`src/rtl/line_wbuf_pkg.sv`:
```
// Shared constants and state encoding for the single-line write-back buffer.
package line_wbuf_pkg;
  localparam int LINE_OFFSET = 6;
  localparam int WB_BEAT_NUM = 4;
  localparam int WB_PTR_W    = 3;
  localparam int WB_IDX_W    = 2;

  typedef enum logic [2:0] {
    ST_IDLE  = 3'd0,
    ST_FILL  = 3'd1,
    ST_WAIT  = 3'd2,
    ST_WRITE = 3'd3,
    ST_RESP  = 3'd4
  } wbuf_state_e;
endpackage

```
`src/rtl/line_wbuf_if.sv`:
```
// dcache / snoop / biu-stream signals of the write-back buffer; names are from the buffer's view.
interface line_wbuf_if
  import line_wbuf_pkg::*;
#(
  parameter int PADDR_SIZE = 32,
  parameter int DATA_WIDTH = 128
);
  logic                  wb_req_i;
  logic [PADDR_SIZE-1:0] wb_addr_i;
  logic                  wb_wvalid_i;
  logic [DATA_WIDTH-1:0] wb_wdata_i;
  logic                  wb_ready_o;
  logic                  wb_done_o;
  logic                  wb_error_o;
  logic [PADDR_SIZE-1:0] snoop_addr_i;
  logic                  snoop_hit_o;
  logic                  grant_i;
  logic                  stream_writeline_req_o;
  logic [PADDR_SIZE-1:0] stream_addr_o;
  logic [DATA_WIDTH-1:0] stream_wdata_o;
  logic                  stream_wvalid_o;
  logic                  stream_wready_i;
  logic                  stream_write_done_i;
  logic                  stream_error_i;

  modport slave (
    input  wb_req_i, wb_addr_i, wb_wvalid_i, wb_wdata_i, snoop_addr_i, grant_i,
           stream_wready_i, stream_write_done_i, stream_error_i,
    output wb_ready_o, wb_done_o, wb_error_o, snoop_hit_o, stream_writeline_req_o,
           stream_addr_o, stream_wdata_o, stream_wvalid_o
  );

  modport master (
    output wb_req_i, wb_addr_i, wb_wvalid_i, wb_wdata_i, snoop_addr_i, grant_i,
           stream_wready_i, stream_write_done_i, stream_error_i,
    input  wb_ready_o, wb_done_o, wb_error_o, snoop_hit_o, stream_writeline_req_o,
           stream_addr_o, stream_wdata_o, stream_wvalid_o
  );
endinterface

```
`src/rtl/line_wbuf_mem.sv`:
```
// Line storage: one synchronous write port, one combinational read port, data not reset.
module line_wbuf_mem
  import line_wbuf_pkg::*;
#(
  parameter int DATA_WIDTH = 128
) (
  input  logic                  clk_i,
  input  logic                  i_we,
  input  logic [WB_IDX_W-1:0]   i_waddr,
  input  logic [DATA_WIDTH-1:0] i_wdata,
  input  logic [WB_IDX_W-1:0]   i_raddr,
  output logic [DATA_WIDTH-1:0] o_rdata
);
  logic [DATA_WIDTH-1:0] r_mem [WB_BEAT_NUM];

  always_ff @(posedge clk_i) begin
    if (i_we) r_mem[i_waddr] <= i_wdata;
  end

  assign o_rdata = r_mem[i_raddr];
endmodule

```
`src/rtl/line_wbuf.sv`:
```
// Single-entry dirty-line write-back buffer: takes one evicted line from the dcache and
// streams it to the biu once the port arbiter grants access.
//
//   state    | meaning
//   ---------+------------------------------------------------------------
//   ST_IDLE  | empty, wb_ready_o=1, waiting for a write-back request
//   ST_FILL  | collecting line beats from the dcache
//   ST_WAIT  | line complete, waiting for the port grant
//   ST_WRITE | stream write-line request active, beats popped by the biu
//   ST_RESP  | biu finished; report done/error for one cycle
module line_wbuf
  import line_wbuf_pkg::*;
#(
  parameter int PADDR_SIZE = 32,
  parameter int DATA_WIDTH = 128
) (
  input  logic       clk_i,
  input  logic       arst_i,
  line_wbuf_if.slave bus
);
  localparam logic [WB_PTR_W-1:0] PTR_LAST = WB_PTR_W'(WB_BEAT_NUM - 1);
  localparam logic [WB_PTR_W-1:0] PTR_END  = WB_PTR_W'(WB_BEAT_NUM);

  wbuf_state_e                      r_state;
  wbuf_state_e                      w_state_nxt;
  logic [PADDR_SIZE-LINE_OFFSET-1:0] r_line_addr;
  logic [WB_PTR_W-1:0]              r_wr_ptr;
  logic [WB_PTR_W-1:0]              r_rd_ptr;
  logic                             w_accept;
  logic                             w_fill_we;
  logic                             w_pop;
  logic                             w_rd_valid;
  logic                             w_ready;
  logic                             w_req;
  logic                             w_done;
  logic                             w_error;
  logic [DATA_WIDTH-1:0]            w_rdata;
  logic                             w_unused;

  always_ff @(posedge clk_i or posedge arst_i) begin
    if (arst_i) r_state <= ST_IDLE;
    else        r_state <= w_state_nxt;
  end

  assign w_rd_valid = (r_state == ST_WRITE) && (r_rd_ptr < PTR_END);

  always_comb begin
    w_state_nxt = r_state;
    w_accept    = 1'b0;
    w_fill_we   = 1'b0;
    w_pop       = 1'b0;
    w_ready     = 1'b0;
    w_req       = 1'b0;
    w_done      = 1'b0;
    w_error     = 1'b0;
    case (r_state)
      ST_IDLE: begin
        w_ready = 1'b1;
        if (bus.wb_req_i) begin
          w_accept    = 1'b1;
          w_state_nxt = ST_FILL;
        end
      end
      ST_FILL: begin
        if (bus.wb_wvalid_i) begin
          w_fill_we = 1'b1;
          if (r_wr_ptr == PTR_LAST) w_state_nxt = ST_WAIT;
        end
      end
      ST_WAIT: begin
        if (bus.grant_i) w_state_nxt = ST_WRITE;
      end
      ST_WRITE: begin
        w_req = 1'b1;
        w_pop = bus.stream_wready_i && w_rd_valid;
        if (bus.stream_write_done_i) w_state_nxt = ST_RESP;
      end
      ST_RESP: begin
        // request held here so the biu keeps driving its error flag
        w_req       = 1'b1;
        w_error     = bus.stream_error_i;
        w_done      = !bus.stream_error_i;
        w_state_nxt = ST_IDLE;
      end
      default: w_state_nxt = ST_IDLE;
    endcase
  end

  always_ff @(posedge clk_i or posedge arst_i) begin
    if (arst_i) begin
      r_line_addr <= '0;
      r_wr_ptr    <= '0;
      r_rd_ptr    <= '0;
    end else begin
      if (w_accept) begin
        r_line_addr <= bus.wb_addr_i[PADDR_SIZE-1:LINE_OFFSET];
        r_wr_ptr    <= '0;
        r_rd_ptr    <= '0;
      end
      if (w_fill_we) r_wr_ptr <= r_wr_ptr + WB_PTR_W'(1);
      if (w_pop)     r_rd_ptr <= r_rd_ptr + WB_PTR_W'(1);
    end
  end

  line_wbuf_mem #(
    .DATA_WIDTH(DATA_WIDTH)
  ) u_mem (
    .clk_i  (clk_i),
    .i_we   (w_fill_we),
    .i_waddr(r_wr_ptr[WB_IDX_W-1:0]),
    .i_wdata(bus.wb_wdata_i),
    .i_raddr(r_rd_ptr[WB_IDX_W-1:0]),
    .o_rdata(w_rdata)
  );

  assign bus.wb_ready_o             = w_ready;
  assign bus.wb_done_o              = w_done;
  assign bus.wb_error_o             = w_error;
  assign bus.stream_writeline_req_o = w_req;
  assign bus.stream_addr_o          = {r_line_addr, {LINE_OFFSET{1'b0}}};
  assign bus.stream_wdata_o         = w_rdata;
  assign bus.stream_wvalid_o        = w_rd_valid;
  assign bus.snoop_hit_o            = (r_state != ST_IDLE) &&
                                      (bus.snoop_addr_i[PADDR_SIZE-1:LINE_OFFSET] == r_line_addr);

  // byte-offset bits never matter: lines are always 64-byte aligned
  assign w_unused = ^{bus.wb_addr_i[LINE_OFFSET-1:0], bus.snoop_addr_i[LINE_OFFSET-1:0]};
endmodule

```
`src/flat_wrapper.sv`:
```
// flat-port wrapper written by rule: the top's interface ports become plain ports
module line_wbuf_flat import line_wbuf_pkg::*;
#(
  parameter int PADDR_SIZE = 32,
  parameter int DATA_WIDTH = 128
)
  (clk_i, arst_i, bus_wb_req_i, bus_wb_addr_i, bus_wb_wvalid_i, bus_wb_wdata_i, bus_snoop_addr_i, bus_grant_i, bus_stream_wready_i, bus_stream_write_done_i, bus_stream_error_i, bus_wb_ready_o, bus_wb_done_o, bus_wb_error_o, bus_snoop_hit_o, bus_stream_writeline_req_o, bus_stream_addr_o, bus_stream_wdata_o, bus_stream_wvalid_o);
  line_wbuf_if #(.PADDR_SIZE(PADDR_SIZE), .DATA_WIDTH(DATA_WIDTH)) bus_i ();
  input  logic clk_i;
  input  logic arst_i;
  input wire logic [$bits(bus_i.wb_req_i)-1:0] bus_wb_req_i;
  input wire logic [$bits(bus_i.wb_addr_i)-1:0] bus_wb_addr_i;
  input wire logic [$bits(bus_i.wb_wvalid_i)-1:0] bus_wb_wvalid_i;
  input wire logic [$bits(bus_i.wb_wdata_i)-1:0] bus_wb_wdata_i;
  input wire logic [$bits(bus_i.snoop_addr_i)-1:0] bus_snoop_addr_i;
  input wire logic [$bits(bus_i.grant_i)-1:0] bus_grant_i;
  input wire logic [$bits(bus_i.stream_wready_i)-1:0] bus_stream_wready_i;
  input wire logic [$bits(bus_i.stream_write_done_i)-1:0] bus_stream_write_done_i;
  input wire logic [$bits(bus_i.stream_error_i)-1:0] bus_stream_error_i;
  output wire logic [$bits(bus_i.wb_ready_o)-1:0] bus_wb_ready_o;
  output wire logic [$bits(bus_i.wb_done_o)-1:0] bus_wb_done_o;
  output wire logic [$bits(bus_i.wb_error_o)-1:0] bus_wb_error_o;
  output wire logic [$bits(bus_i.snoop_hit_o)-1:0] bus_snoop_hit_o;
  output wire logic [$bits(bus_i.stream_writeline_req_o)-1:0] bus_stream_writeline_req_o;
  output wire logic [$bits(bus_i.stream_addr_o)-1:0] bus_stream_addr_o;
  output wire logic [$bits(bus_i.stream_wdata_o)-1:0] bus_stream_wdata_o;
  output wire logic [$bits(bus_i.stream_wvalid_o)-1:0] bus_stream_wvalid_o;
  assign bus_i.wb_req_i = bus_wb_req_i;
  assign bus_i.wb_addr_i = bus_wb_addr_i;
  assign bus_i.wb_wvalid_i = bus_wb_wvalid_i;
  assign bus_i.wb_wdata_i = bus_wb_wdata_i;
  assign bus_i.snoop_addr_i = bus_snoop_addr_i;
  assign bus_i.grant_i = bus_grant_i;
  assign bus_i.stream_wready_i = bus_stream_wready_i;
  assign bus_i.stream_write_done_i = bus_stream_write_done_i;
  assign bus_i.stream_error_i = bus_stream_error_i;
  assign bus_wb_ready_o = bus_i.wb_ready_o;
  assign bus_wb_done_o = bus_i.wb_done_o;
  assign bus_wb_error_o = bus_i.wb_error_o;
  assign bus_snoop_hit_o = bus_i.snoop_hit_o;
  assign bus_stream_writeline_req_o = bus_i.stream_writeline_req_o;
  assign bus_stream_addr_o = bus_i.stream_addr_o;
  assign bus_stream_wdata_o = bus_i.stream_wdata_o;
  assign bus_stream_wvalid_o = bus_i.stream_wvalid_o;
  line_wbuf #(.PADDR_SIZE(PADDR_SIZE), .DATA_WIDTH(DATA_WIDTH)) u_core (.clk_i(clk_i), .arst_i(arst_i), .bus(bus_i));
endmodule
```
`config.mk`:
```
export PLATFORM = sky130hd
export DESIGN_NAME = line_wbuf_flat
export DESIGN_NICKNAME = d
export VERILOG_FILES = /design/src/rtl/line_wbuf_pkg.sv /design/src/rtl/line_wbuf_if.sv /design/src/rtl/line_wbuf_mem.sv /design/src/rtl/line_wbuf.sv /design/src/flat_wrapper.sv
export SDC_FILE = /design/constraint.sdc
export NUM_CORES = 1
export LEC_CHECK = 0
export CORE_ASPECT_RATIO = 0.75
export CORE_UTILIZATION = 40
export DETAILED_ROUTE_END_ITERATION = 12
export GPL_ROUTABILITY_DRIVEN = 1
export MAX_ROUTING_LAYER = met4
export PLACE_DENSITY = 0.7
export SLEW_MARGIN = 20
export SYNTH_ARGS = -nofsm -noshare
export SYNTH_HDL_FRONTEND = slang
export SYNTH_SLANG_ARGS = --single-unit
```
`constraint.sdc`:
```
create_clock -name clk_i -period 10.1 [get_ports clk_i]
set_input_delay 2.02 -clock clk_i [delete_from_list [all_inputs] [get_ports clk_i]]
set_output_delay 2.02 -clock clk_i [all_outputs]
set_load 0.01 [all_outputs]
```
# Word level (Yosys, flattened, before mapping)
# Memory sizes are Yosys's and may differ from the RTL's.
# Index checks and enable logic that the tools add are counted.
[word_totals]
regBits = 35
mem_bits_rw = 512
input_bits = 200
out_inout_bits = 166
word_cells = 49
mem_count = 1
[classes]
add_sub_neg = 2
magnitude_cmp = 1
n_eq_ne = 11
muxes = 20
reduce_logical = 10
[memory_table]
columns = ["memory", "depth", "word_bits", "read_ports", "rd_ports_with_merged_regs", "wr", "line_no", "source"]
rows = [
  ["u_core.u_mem.r_mem", 4, 128, 1, 0, 1, "line_wbuf_mem.sv:14", "logic [DATA_WIDTH-1:0] r_mem [WB_BEAT_NUM];"],
]
[op_table]
columns = ["operator", "n"]
rows = [
  ["$eq A26 B26 Y1", 1],
  ["$mux W3", 8],
  ["$pmux W3 S4", 1],
  ["$mux W1", 11],
  ["$eq A3 B2 Y1 const B", 3],
  ["$ne A2 B2 Y1 const B", 4],
  ["$add A3 B1 Y3 const B", 2],
  ["$reduce_and A5 Y1", 1],
  ["$reduce_bool A2 Y1", 2],
  ["$eq A3 B1 Y1 const B", 1],
  ["$eq A3 B3 Y1 const B", 1],
  ["$logic_and A1 B1 Y1", 3],
  ["$logic_not A3 Y1", 1],
  ["$lt A3 B3 Y1 const B", 1],
  ["$reduce_bool A3 Y1", 1],
  ["$ne A2 B1 Y1 const B", 1],
  ["$reduce_or A2 Y1", 1],
  ["$logic_not A1 Y1", 1],
]

# Depth between registers and ports, before layout
[depth]
ltp_word = 5
mapped_depth = 7
ltp_nobuf = 6

# Hierarchy
# From an unflattened synthesis, not the netlist that was laid out.
[unflattened]
cells_unflattened = 870
area_unflattened_um2 = 20390.8
[modules_own_cells]
columns = ["mod", "instances", "cells_each", "area_per_inst_um2", "seq_area_each_um2"]
rows = [
  ["line_wbuf_mem", 1, 672, 18602.8, 15374.7],
  ["line_wbuf", 1, 198, 1788.0, 875.8],
]

# Worst setup path after synthesis
# No wires, ideal clock.
[synth_timing]
kind = "input to register"
start = "input port bus_wb_wvalid_i"
end = "memory u_core.u_mem.r_mem[0][0] (enable)"
setup_time_ns = 0.503
arrival_ns = 5.210
required_time_ns = 9.597
setup_slack_ns = 4.387
stages = 2
n_path_buf = 0
cell_sequence = "and3_1 -> and2_1"
[synth_via]
elab_chain_len = 4
[synth_rtl]
columns = ["element", "line_no", "source"]
rows = [
  ["from (decl)", "flat_wrapper.sv:13", "input wire logic [$bits(bus_i.wb_wvalid_i)-1:0] bus_wb_wvalid_i;"],
  ["$mux W1", "line_wbuf.sv:65", "if (bus.wb_wvalid_i) begin"],
  ["$mux W1", "line_wbuf.sv:56", "case (r_state)"],
  ["$mux W1", "line_wbuf_mem.sv:17", "if (i_we) r_mem[i_waddr] <= i_wdata;"],
  ["$mux W1 (implied by the code)", "line_wbuf_mem.sv:17", ""],
  ["to (decl)", "line_wbuf_mem.sv:14", ""],
]
# No other way between the ends.

# Final worst setup path
[layout_timing]
start = "input port bus_snoop_addr_i[23]"
end = "output port bus_snoop_hit_o"
[layout_via]
elab_chain_len = 2
[layout_rtl]
columns = ["element", "line_no", "source"]
rows = [
  ["from (decl)", "flat_wrapper.sv:15", "input wire logic [$bits(bus_i.snoop_addr_i)-1:0] bus_snoop_addr_i;"],
  ["$eq A26 B26 Y1", "line_wbuf.sv:124", "(bus.snoop_addr_i[PADDR_SIZE-1:LINE_OFFSET] == r_line_addr);"],
  ["$logic_and A1 B1 Y1", "line_wbuf.sv:123", "assign bus.snoop_hit_o = (r_state != ST_IDLE) &&"],
  ["to (decl)", "flat_wrapper.sv:23", "output wire logic [$bits(bus_i.snoop_hit_o)-1:0] bus_snoop_hit_o;"],
]
# No other way between the ends.

==> run summary <==
Hold EP: u_core.r_rd_ptr[2]
# placed instances: 1,865
Share of layout cells above drive strength 1: 16.9%
Post-route design area: 26,200 um^2
Max-slew headroom: 30.3%
M3 GR Usage: 4.96%
CTS H-tree lvls: 2
#FFs+latches synth: 547
Post-CTS Setup Repair Bufs: 0
GRT Residual Overflow: 0
Largest family of logic cells by synthesized area: multiplexers
Psw: 1.83 mW
Power Density: 259 nW/um^2
DR WL/cell: 20.8 um
Clk pwr share: 28.2%
Num Clock Sinks: 547
Peak VDD IR: 149 uV
Skew-Pair Late Insertion Delay: 580 ps
Flop pwr share: 42.8%
Fmax: 167 MHz
Placed Area: 24,500 um^2
Mux cell area share after synthesis: 14.1%
Clock Path Buffers: 3
Slowest CP cell: clkdlybuf4s50_1
Final TNS setup: 0 ps
CP required: 8080 ps
Seq/Total Area, Yosys: 79.7%
Final WL: 40,900 um
Post-synth EDFFs: 512
Crit-path most repeated cell: clkdlybuf4s50_1
Placed wire-length estimate: 24,800 um
Iter 0 DRT Violations: 545
Adder-Cell Fraction of Synth Area: 0.368%
First-pass GRT wire length: 61,800 um
Max-Cap Viols: 0
Die Y: 197 um
Critical path class: in2out
CTS resizes: 0
Synthesized area: 20,400 um^2
Xor and xnor area share after synthesis: 1.12%
Status: finished, final reports clean
Post-route ant nets: 0
Initial Utilization: 40.6%
Leakage power: 8.54 nW
Fraction of registers with async set/reset: 6.40%
Worst Setup End Kind: primary output
Crit share post-route: 59.5%
CTS tree: built
Setup violators final: 0
Initial antenna violation count: 3
Die Wd: 263 um
Synth area leaders: edfxtp_1, mux4_2, dfrtp_1
Port-buffer cells: 347
Post-Layout Cell Count: 1,965
Slew @ Worst Pin: 1040 ps
Post-synth top cells: edfxtp_1, mux4_2, nand2_1, dfrtp_1, xor2_1
GRT Total Usage: 16.3%
Crit Path Max Fanout: 1
Cell with the most instances after synthesis: edfxtp_1
Compound-gate portion of the synthesized area: 0.356%
Comb power frac: 29.0%
Fin Hold WS: 490 ps
Hold crit path type: reg2reg
Largest delay share family, worst path: buffers and inverters
Area delta synth->final: 28.4%
Hold depth: 1
Via count: 9,731
Synth top area share: 75.4%
Buf/Inv on CP: 2
# fillers: 3,884
Yosys warns: 0
Worst reg2reg setup slack: 7380 ps
Clock-pin transition on the worst setup and hold timing paths: 60 ps
Core footprint: 50,200 um^2
Post-Synth Simple-Gate Area: 2.58%
Routability-driven placement congestion ratio: 0.795
Worst path cell trace: clkdlybuf4s50_1, xor2_1, nor4_1, nand4_1, nor3_2, clkdlybuf4s50_1
Clock Skew: 12.9 ps
Root Buffer Master: clkbuf_16
Largest net degree at the start of global routing: 62
Worst EP arrival: 3990 ps
Met1 Use GR: 21.1%
Vias in the first global route: 10,210
Max stage delay on crit path: 550 ps
Sw Ratio: 27.0%
Syn avg cell area: 23.0 um^2
GR peak layer: met2
Cell variety after synth: 30
Synth Flop Type: edfxtp_1
Crit Reg-Reg Startpoint: u_core.r_state[1]
1st-pass router iterations: 4
Critical register-to-register path endpoint: u_core.u_mem.r_mem[2][116]
M2 GR Usage: 25.1%
Cells after Synth: 887
DRC Markers: 0
Pint: 4.94 mW
Min-delay src: u_core.r_rd_ptr[2]
Min Tclk post-route: 6010 ps
Ports: 366
Die footprint: 51,900 um^2
Num CTS Buffers: 53
Sequential cell area: 16,300 um^2
Max Transition Viols Final: 0
Placement Rows: 71
Final hold violations: 0
RSZ-0062 raised after global routing: no
Via-to-Cell Ratio: 4.95
Hold Buf Count CTS: 0
Nets@finish: 1,469
Crit path launch type: input port
Multi-input logic area: 3820 um^2
Reg2reg path depth: 4
Top cell type by total area after synthesis: edfxtp_1
[state kept, by name (all words and copies together), names as in the netlist]
name                count
u_core.r_state          3
u_core.u_mem.r_mem    512
u_core.r_wr_ptr         3
u_core.r_line_addr     26
u_core.r_rd_ptr         3
[final cells by class]
| type | count | share of cell area, % |
|---|---|---|
| Antenna cell | 4 | 0.0383 |
| Clock buffer | 71 | 5.53 |
| Clock inverter | 25 | 0.861 |
| Inverter | 5 | 0.0717 |
| Multi-Input combinational cell | 296 | 14.6 |
| Sequential cell | 547 | 62.1 |
| Tap cell | 657 | 3.14 |
| Timing Repair Buffer | 360 | 13.6 |
[through the flow]
step | total power [mW] | setup slack (ps) | util [%]
2_1_floorplan | 3.99 | 4390 | -
3_3_place_gp | 4.92 | 4160 | 48.8
3_5_place_dp | 4.95 | 4110 | 48.8
4_1_cts | 6.88 | 4090 | 52.1
5_1_grt | 7.07 | 4020 | 52.1
6_report | 6.76 | 4090 | 52.1
[worst reg2reg max path, delay by kind of cell, from the launching register on]
family	cells	cell delay, ps
buf+inv	1	760
flops	1	490
simple gates	3	1010
[cell families (layout without fill, tap and decap cells)]
logic type                 count (synthesis)  count (layout)
buffers and inverters                     49             461
DFF                                      547             547
muxes                                    128             128
xor gates and xnor gates                  26              26
and+or+nand+nor                          118             118
AOI/OAI and AO/OA                         12              12
adders and majority gates                  6               6
other                                      1              10
[power groups by stage]
stage	clock network (mW)	logic (mW)	registers, mW
2_1_floorplan	0	1.09	2.90
3_3_place_gp	0	1.98	2.94
3_5_place_dp	0	1.99	2.95
4_1_cts	1.97	2.01	2.90
5_1_grt	2.05	2.10	2.93
6_report	1.91	1.96	2.90
[placed cells by master, fill, tap and decap left out, drive strengths merged, types with 3 or more instances in the layout]
cell type        n
edfxtp         512
clkdlybuf4s50  347
mux4           128
nand2           85
clkbuf          71
dfrtp           35
xor2            23
clkinv          18
buf             13
nand3            8
inv              7
ha               6
conb             6
nor2             5
nor4             5
and2             5
diode            4
o21ai            4
bufinv           4
xnor2            3
a21oi            3
[per-layer routing]
metal  up-vias  routed length (um)
met2       240               20000
met3        68                2710
li1       4406                   -
met5         -                   0
met1      5017               17400
met4         0                 818
[worst max path at each step]
| stage | startpoint | to | cells after the start |
|---|---|---|---|
| 4_1_cts | bus_snoop_addr_i[23] | bus_snoop_hit_o | 6 |
| 5_1_grt | bus_snoop_addr_i[23] | bus_snoop_hit_o | 6 |
| 3_3_place_gp | bus_snoop_addr_i[18] | bus_snoop_hit_o | 6 |
| 6_report | bus_snoop_addr_i[23] | bus_snoop_hit_o | 6 |
| 2_1_floorplan | bus_wb_wvalid_i | u_core.u_mem.r_mem[0][0] | 2 |
| 3_5_place_dp | bus_snoop_addr_i[23] | bus_snoop_hit_o | 6 |
(Power assumes the default switching activity.)
